### src/rtl/min_n_32_seq_pkg.sv
// Shared constants and types for the streaming arg-min reducer.
// Holds FSM state encoding, score width and default frame size.
package min_n_32_seq_pkg;

  localparam int SCORE_W = 32;
  localparam int OCR_N   = 10;

  typedef enum logic [1:0] {
    ST_IDLE = 2'd0,
    ST_ACC  = 2'd1,
    ST_DONE = 2'd2
  } state_e;

endpackage

### src/rtl/min_n_32_seq_if.sv
// Score-in / result-out bundle for the arg-min reducer.
// master: producer+consumer side; slave: reducer side.
//   in_valid/in_ready/in_data : score stream
//   out_valid/out_ready/out_min/out_idx : result
//   busy : frame partially accumulated
interface min_n_32_seq_if
  import min_n_32_seq_pkg::*;
#(
  parameter int W  = SCORE_W,
  parameter int IW = $clog2(OCR_N)
);
  logic          in_valid;
  logic          in_ready;
  logic [W-1:0]  in_data;
  logic          out_valid;
  logic          out_ready;
  logic [W-1:0]  out_min;
  logic [IW-1:0] out_idx;
  logic          busy;

  modport master (
    output in_valid,
    output in_data,
    output out_ready,
    input  in_ready,
    input  out_valid,
    input  out_min,
    input  out_idx,
    input  busy
  );

  modport slave (
    input  in_valid,
    input  in_data,
    input  out_ready,
    output in_ready,
    output out_valid,
    output out_min,
    output out_idx,
    output busy
  );
endinterface

### src/rtl/min_n_32_seq_cmp_lt_32.sv
// Combinational unsigned less-than; lt_o=1 selects a_i.
// Ports: a_i, b_i (W-bit unsigned), lt_o (a_i < b_i).
module cmp_lt_32
  import min_n_32_seq_pkg::*;
#(
  parameter int W = SCORE_W
) (
  input  logic [W-1:0] a_i,
  input  logic [W-1:0] b_i,
  output logic         lt_o
);
  // Strict compare: equal scores keep the earlier one.
  assign lt_o = (a_i < b_i);
endmodule

### src/rtl/min_n_32_seq.sv
// Streaming arg-min: N scores in, min value + first index out.
// Ports: clk, rst (sync, active-high), bus (slave modport).
module min_n_32_seq
  import min_n_32_seq_pkg::*;
#(
  parameter int N = OCR_N,
  parameter int W = SCORE_W
) (
  input logic            clk,
  input logic            rst,
  min_n_32_seq_if.slave  bus
);
  localparam int IW = $clog2(N);

  state_e        state_q, state_d;
  logic [IW-1:0] cnt_q,   cnt_d;
  logic [W-1:0]  min_q,   min_d;
  logic [IW-1:0] idx_q,   idx_d;
  logic [W-1:0]  omin_q,  omin_d;
  logic [IW-1:0] oidx_q,  oidx_d;

  logic in_rdy;
  logic in_beat;
  logic lt;

  cmp_lt_32 #(
    .W (W)
  ) u_cmp (
    .a_i  (bus.in_data),
    .b_i  (min_q),
    .lt_o (lt)
  );

  // Low during the reset cycle itself.
  assign in_rdy  = ~rst & (state_q != ST_DONE);
  assign in_beat = bus.in_valid & in_rdy;

  always_comb begin
    state_d = state_q;
    cnt_d   = cnt_q;
    min_d   = min_q;
    idx_d   = idx_q;
    omin_d  = omin_q;
    oidx_d  = oidx_q;
    unique case (state_q)
      ST_IDLE: begin
        if (in_beat) begin
          min_d   = bus.in_data;
          idx_d   = '0;
          cnt_d   = IW'(1);
          state_d = ST_ACC;
        end
      end
      ST_ACC: begin
        if (in_beat) begin
          if (lt) begin
            min_d = bus.in_data;
            idx_d = cnt_q;
          end
          cnt_d = cnt_q + 1'b1;
          if (cnt_q == IW'(N - 1)) begin
            // Last beat: publish merged result directly.
            omin_d  = lt ? bus.in_data : min_q;
            oidx_d  = lt ? cnt_q : idx_q;
            cnt_d   = '0;
            state_d = ST_DONE;
          end
        end
      end
      ST_DONE: begin
        if (bus.out_ready) begin
          state_d = ST_IDLE;
        end
      end
      default: begin
        state_d = ST_IDLE;
      end
    endcase
  end

  always_ff @(posedge clk) begin
    if (rst) begin
      state_q <= ST_IDLE;
      cnt_q   <= '0;
      min_q   <= '0;
      idx_q   <= '0;
      omin_q  <= '0;
      oidx_q  <= '0;
    end else begin
      state_q <= state_d;
      cnt_q   <= cnt_d;
      min_q   <= min_d;
      idx_q   <= idx_d;
      omin_q  <= omin_d;
      oidx_q  <= oidx_d;
    end
  end

  assign bus.in_ready  = in_rdy;
  assign bus.out_valid = (state_q == ST_DONE);
  assign bus.busy      = (state_q == ST_ACC);
  assign bus.out_min   = omin_q;
  assign bus.out_idx   = oidx_q;
endmodule

### src/flat_wrapper.sv
// flat-port wrapper written by rule: the top's interface ports become plain ports
module min_n_32_seq_flat import min_n_32_seq_pkg::*;
#(
  parameter int N = OCR_N,
  parameter int W = SCORE_W
)
  (clk, rst, bus_in_valid, bus_in_data, bus_out_ready, bus_in_ready, bus_out_valid, bus_out_min, bus_out_idx, bus_busy);
  min_n_32_seq_if #(.W(W)) bus_i ();
  input logic clk;
  input logic rst;
  input wire logic [$bits(bus_i.in_valid)-1:0] bus_in_valid;
  input wire logic [$bits(bus_i.in_data)-1:0] bus_in_data;
  input wire logic [$bits(bus_i.out_ready)-1:0] bus_out_ready;
  output wire logic [$bits(bus_i.in_ready)-1:0] bus_in_ready;
  output wire logic [$bits(bus_i.out_valid)-1:0] bus_out_valid;
  output wire logic [$bits(bus_i.out_min)-1:0] bus_out_min;
  output wire logic [$bits(bus_i.out_idx)-1:0] bus_out_idx;
  output wire logic [$bits(bus_i.busy)-1:0] bus_busy;
  assign bus_i.in_valid = bus_in_valid;
  assign bus_i.in_data = bus_in_data;
  assign bus_i.out_ready = bus_out_ready;
  assign bus_in_ready = bus_i.in_ready;
  assign bus_out_valid = bus_i.out_valid;
  assign bus_out_min = bus_i.out_min;
  assign bus_out_idx = bus_i.out_idx;
  assign bus_busy = bus_i.busy;
  min_n_32_seq #(.N(N), .W(W)) u_core (.clk(clk), .rst(rst), .bus(bus_i));
endmodule
### config.mk
export PLATFORM = sky130hd
export DESIGN_NAME = min_n_32_seq_flat
export DESIGN_NICKNAME = d
export VERILOG_FILES = /design/src/rtl/min_n_32_seq_pkg.sv /design/src/rtl/min_n_32_seq_if.sv /design/src/rtl/min_n_32_seq_cmp_lt_32.sv /design/src/rtl/min_n_32_seq.sv /design/src/flat_wrapper.sv
export SDC_FILE = /design/constraint.sdc
export NUM_CORES = 1
export LEC_CHECK = 0
export CELL_PAD_IN_SITES_DETAIL_PLACEMENT = 1
export CELL_PAD_IN_SITES_GLOBAL_PLACEMENT = 1
export CORE_ASPECT_RATIO = 1.25
export CORE_UTILIZATION = 42
export DETAILED_ROUTE_END_ITERATION = 10
export GPL_TIMING_DRIVEN = 1
export MAX_ROUTING_LAYER = met4
export PLACE_DENSITY = 0.81
export SYNTH_ARGS = -nofsm -noshare
export SYNTH_HDL_FRONTEND = slang
export SYNTH_HIERARCHICAL = 1
export SYNTH_SLANG_ARGS = --single-unit
### constraint.sdc
create_clock -name clk -period 5.18 [get_ports clk]
set_input_delay 1.036 -clock clk [delete_from_list [all_inputs] [get_ports clk]]
set_output_delay 1.036 -clock clk [all_outputs]
set_load 0.01 [all_outputs]
; ---- Yosys cells after proc, flatten, opt, wreduce, memory -nomap -nowiden
; Index checks and enable logic that the tools add are counted.
; W data, S select, Z words.
[op_classes]
reduce_logical = 5
muxes = 17
n_div = 0
bitwise_logic = 3
addsub = 1
shifts = 0
n_mul = 0
n_eq_ne = 8
order_cmp = 1
[ops]
columns = operator, count
row1 = $mux W32, 3
row2 = $pmux W32 S2, 1
row3 = $lt A32 B32 Y1, 1
row4 = $mux W4, 6
row5 = $pmux W4 S2, 2
row6 = $mux W2, 4
row7 = $ne A2 B1 Y1 const B, 3
row8 = $pmux W2 S3, 1
row9 = $reduce_and A3 Y1, 2
row10 = $add A4 B1 Y4 const B, 1
row11 = $eq A4 B4 Y1 const B, 1
row12 = $ne A2 B2 Y1 const B, 2
row13 = $reduce_and A4 Y1, 1
row14 = $and A1 B1 Y1, 2
row15 = $eq A2 B1 Y1 const B, 1
row16 = $eq A2 B2 Y1 const B, 1
row17 = $logic_not A2 Y1, 1
row18 = $reduce_bool A2 Y1, 1
row19 = $not A1 Y1, 1
[word_totals]
register_bits = 78
output_inout_bits = 39
elab_cells = 41
latch_bits = 0
n_memories = 0
mem_bits_rw = 0
romBits = 0
input_bits = 36

; ---- Depth between registers and ports, before layout
[logic_depth]
word_depth = 5
mapped_depth = 12
mapped_depth_nobuf = 10

; ---- Hierarchy
; The synthesis kept the hierarchy.
[modules_own_cells]
columns = mod, n_inst, cells_each, area_per_inst_um2, seq_area_each_um2
row1 = min_n_32_seq, 1, 372, 3333.2, 1561.5
row2 = cmp_lt_32, 1, 110, 798.3, 0.0

; ---- Least setup slack after synthesis
; OpenSTA, ideal clock, no wires.
[synth_timing]
path_kind = input to register
from = in bus_in_data[1]
to = reg u_core.min_q[0]
setup_time_ns = 0.071
arrival_ns = 3.194
cell_stages = 10
setup_slack_ns = 1.915
required_ns = 5.109
path_buffers = 2
cell_sequence = ha_1 a2111oi_4 nor4b_1 or4_1 a21oi_1 buf_2 nand2b_1 clkbuf_1 nand3_1 a21oi_1
[synth_between]
elab_chain_len = 4
[synth_lines]
columns = element, line_no
row1 = from (decl), flat_wrapper.sv:12  ; input wire logic [$bits(bus_i.in_data)-1:0] bus_in_data;
row2 = $lt A32 B32 Y1, min_n_32_seq_cmp_lt_32.sv:13  ; assign lt_o = (a_i < b_i);
row3 = named net u_core.lt, min_n_32_seq.sv:24  ; logic lt;
row4 = $mux W32 (2 in a row), --
row5 = $pmux W32 S2, --
row6 = to (signal assigned), min_n_32_seq.sv:92  ; min_q <= min_d;
row7 = to (decl), min_n_32_seq.sv:17  ; logic [W-1:0] min_q, min_d;
; The timed path passes the listed nets, and every way through them passes these cells. The select of a mux whose other input is x is not followed.
; A chain may end at the register's enable or synchronous reset.

; ---- Worst setup path after layout
[layout_timing]
from = in bus_in_data[7]
to = reg u_core.min_q[25]
; Same word-level chain as after synthesis.

==> impl.org <==
** STA
- After layout, the minimum clock period comes to 4.064 ns.
- The final hold violation count is 0.
- Max Clock Freq :: approximately 0.25 GHz
- In the final timing run, aggregate negative setup slack is 0 ns.
- Setup slack closes at between 1 and 1.5 ns.
- Post-route fraction of the period consumed by the critical path :: 78.46%
- Headroom to the max-slew limit :: 53.38%
- Setup violations remaining at the end of the flow were counted as 0.
- Worst-Margin Slew :: roughly 0.7 ns
- Clock skew on the completed layout was measured at 0.006247 ns.
- The count of final max-slew check failures was 0.
- RSZ-0062 raised after global routing :: no

** Min path
- Hold path startpoint :: u_core/min_q[17]$_SDFFE_PP0P_
- Terminating pin of the worst hold path :: u_core/min_q[17]$_SDFFE_PP0P_
- The worst hold path passes through 2 cells.
- The tightest min-delay check is of the reg -> reg type.

** Logic synthesis
- The number of nets in the synthesized netlist is 551.
- Syn avg cell area :: 8.571 µm²
- Number of warnings issued by yosys :: 6
- The synthesized netlist occupies a cell area of 4131 µm².
- Synthesized netlist cell count :: 482
- Sequential cell area fraction in the yosys report :: between 30% and 40%
- After synthesis the netlist holds a flip-flop and latch count of 78.
- After synthesis, the netlist uses 38 different library cells.

** Final layout
- Synth-to-layout area growth :: 28.62%
- Antenna Diode Count :: 0
- The net count of the finished layout is 607.
- Share of layout cells above drive strength 1 :: 6.998%
- Post-route insts no fill :: 669

** Power
- Across the VDD grid, the largest voltage drop is 0.1495 mV.
- Static leakage :: 1.819 nW
- In this run the power density over the cells is ~300 nW/µm².

** Route
- Antenna Nets Post-Route :: 0
- DRC violation count after routing :: 0
- The final route contains 3865 vias.
- Detailed router's first-iteration violation count :: approximately 210
- The first detailed-routing pass ran for 5 iterations.
- The final layout contains routed wiring with a total length of 12390 µm.
- After detailed routing, the average wire length per cell comes to 18.52 µm.
- Number of vias per cell :: 5.777

** Placed design
- Detail Placement HPWL :: 7790 µm
- Final Wtd Congestion :: 0.7544
- Before CTS, the worst setup slack after placement is 0.8586 ns.
- After detailed placement, the design holds a cell count of 653.
- Input and output buffers added on the ports amount to 74.

** Die
- Die area :: 10240 µm²
- Initial core utilization :: 42.99%
- For this design the top-level I/O count stands at 75.
- Floorplan core area :: 9609 µm²
- The die is 90.71 µm wide.
- Floorplan die height :: 112.9 µm
- Number of cell rows :: 40

** Run
- Across the run, the number of max-cap violations was 0.

** GRT
- Gr usage total :: 25.95%
- Total gr overflow :: 0
- Global-route wire length before repair :: ~20000 µm
- The number of antenna violations at the first check in global routing is 0.
- Vias in the first global route :: ~4100
- Entering global routing, the biggest net connects 56 pins.

** Setup path
- Type of destination of the critical path :: flip-flop
- Register-to-register setup slack :: 1.89 ns
- In this run the critical register-to-register path is launched from u_core/min_q[7]$_SDFFE_PP0P_.
- The worst register-to-register path has a depth of 12.
- Worst Setup Start Kind :: input port
- The most critical setup path has its startpoint at bus_in_data[7].
- Worst-path fanout max :: 14
- The endpoint identified for the worst register-to-register timing path is u_core/min_q[25]$_SDFFE_PP0P_.
- For the worst setup path, the data arrival time is roughly 4.3 ns.
- Worst Setup Path Type :: in -> reg
- Data on the critical path is required at its endpoint by roughly 5.4 ns.

** Clocking
- At the later pin of the worst-skew pair, clock insertion delay measures 0.34 ns.
- Clock-pin slew was measured on the worst setup and hold paths at 0.06 ns.
- The number of gates resized after CTS was 0.
- Sinks on the clock net :: 78
- Bufs on Longest Clock Path :: 2
- The tree is rooted in a clkbuf_16.
- After clock tree synthesis, the flow added hold-fix buffers numbering 0.
- The clock tree synthesis step divided the H-tree into 3 levels.
- After clock tree synthesis, the setup repair step added 0 buffers.
- TritonCTS built the clock tree.
- In this run, CTS created clock tree buffers numbering 9.

** Outcome
- Status :: finished clean
==> worst max-delay path by stage <==
stage | end | slack [ns] | cells past startpoint
floorplan | u_core/min_q[0]$_SDFFE_PP0P_ | 1.92 | 10
global placement | u_core/min_q[20]$_SDFFE_PP0P_ | 0.98 | 12
detailed placement | u_core/min_q[25]$_SDFFE_PP0P_ | 0.86 | 11
CTS | u_core/min_q[25]$_SDFFE_PP0P_ | 1.12 | 12
global route | u_core/min_q[25]$_SDFFE_PP0P_ | 0.96 | 12
finish | u_core/min_q[25]$_SDFFE_PP0P_ | 1.12 | 12
==> state kept, by name (all words and copies together), names as in the netlist <==
name and cells:
u_core/bus.out_min 32, u_core/min_q 32, u_core/bus.out_idx 4, u_core/cnt_q 4, u_core/idx_q 4, u_core/state_q 2
==> critical path: stages <==
cell,delay (ns)
clkdlybuf4s50_1,0.45
ha_1,0.35
a21oi_1,0.20
o21ai_0,0.13
o2bb2ai_1,0.15
or4_1,0.46
a21oi_4,0.16
buf_4,0.27
nand2b_1,0.50
buf_4,0.29
nand3_1,0.14
a21oi_1,0.18
==> cell families after synthesis <==
kind of cell             Yosys count  share of synthesized area (%)
AND/OR/NAND/NOR                   94                          12.48
buffers and inverters             73                          7.117
AO/OA/AOI/OAI                    168                          23.77
adder cells (fa/ha/maj)           33                          9.994
flip-flops                        78                          37.80
multiplexers                      36                          8.843
==> metal layers <==
metal / wire [µm] / GRT usage [%] / vias to the layer above / part of all wire, %
met4: 252 / 9.892 / 0 / 2.0
li1: - / - / 1862 / -
met1: 5158 / 29.76 / 1899 / 42
met3: 464 / 3.831 / 18 / 3.7
met5: 0 / - / - / 0
met2: 6515 / 45.51 / 86 / 53
==> Yosys cell counts <==
cell type	instances	area (µm²)
a21o_1	2	15.01
or3b_1	1	8.760
or4_1	3	22.52
nor3_1	10	50.05
o21ai_0	38	190.2
a211oi_1	32	240.2
and4_1	2	17.52
clkbuf_1	22	82.58
o2bb2ai_1	1	8.760
nor4bb_1	1	10.01
nor3b_1	1	7.510
dfxtp_1	78	1562
buf_2	16	80.08
o21a_1	3	22.52
nor4b_1	1	8.760
nand2_1	12	45.04
nand3_1	35	175.2
mux2_2	4	45.04
nor2b_1	3	18.77
nor2_1	12	45.04
and3b_1	1	8.760
a22oi_1	4	30.03
a31oi_1	2	12.51
nand3b_1	1	7.510
a21boi_0	1	7.510
a221oi_1	2	17.52
nand2b_1	3	18.77
nand4b_1	1	8.760
buf_1	2	7.510
nand2b_4	1	13.76
inv_1	33	123.9
nor3b_2	1	12.51
ha_1	33	412.9
nand4_1	4	25.02
a21oi_1	82	410.4
a2111oi_4	1	27.53
nand4bb_1	1	11.26
mux2i_1	32	320.3
==> cell usage in the layout (no fill, tap or decap), drive strengths merged, types with 2 or more instances in the layout <==
cell            n
a21oi          82
dfxtp          78
clkdlybuf4s50  73
o21ai          38
nand3          35
inv            33
ha             33
mux2i          32
a211oi         32
nand2          12
nor2           12
buf            12
nor3           10
clkbuf         10
mux2            4
a22oi           4
nand4           4
nand2b          4
bufinv          3
or4             3
o21a            3
nor2b           3
clkinvlp        2
a31oi           2
and4            2
a221oi          2
a21o            2
nor3b           2
==> cell type report <==
| cell class | instances | area [µm²] |
|---|---|---|
| fill | 1126 | 4295 |
| multi-input combinational | 331 | 2313 |
| sequential | 78 | 1562 |
| timing repair buffer | 85 | 818.3 |
| clock buffer | 10 | 229.0 |
| tap | 126 | 157.7 |
| inverter | 33 | 123.9 |
| clock inverter | 6 | 110.1 |
==> report_power, final <==
| part | switching, mW | leakage [nW] | internal (mW) |
|---|---|---|---|
| logic | 0.127 | 1.03 | 0.0949 |
| clock network | 0.254 | 0.159 | 0.470 |
| registers | 0.0115 | 0.632 | 0.613 |
| total | 0.392 | 1.82 | 1.18 |
==> stage by stage <==
step / area [µm²] / util (%) / total power [mW] / hold slack [ns]
floorplan: 4131 / - / 0.7680 / 0.4661
global placement: 4975 / 51.77 / 0.8437 / 0.4744
detailed placement: 4975 / 51.77 / 0.8541 / 0.4915
CTS: 5314 / 55.30 / 1.583 / 0.4982
global route: 5314 / 55.30 / 1.631 / 0.5270
finish: 5314 / 55.30 / 1.570 / 0.4990
(Power assumes the default switching activity.)
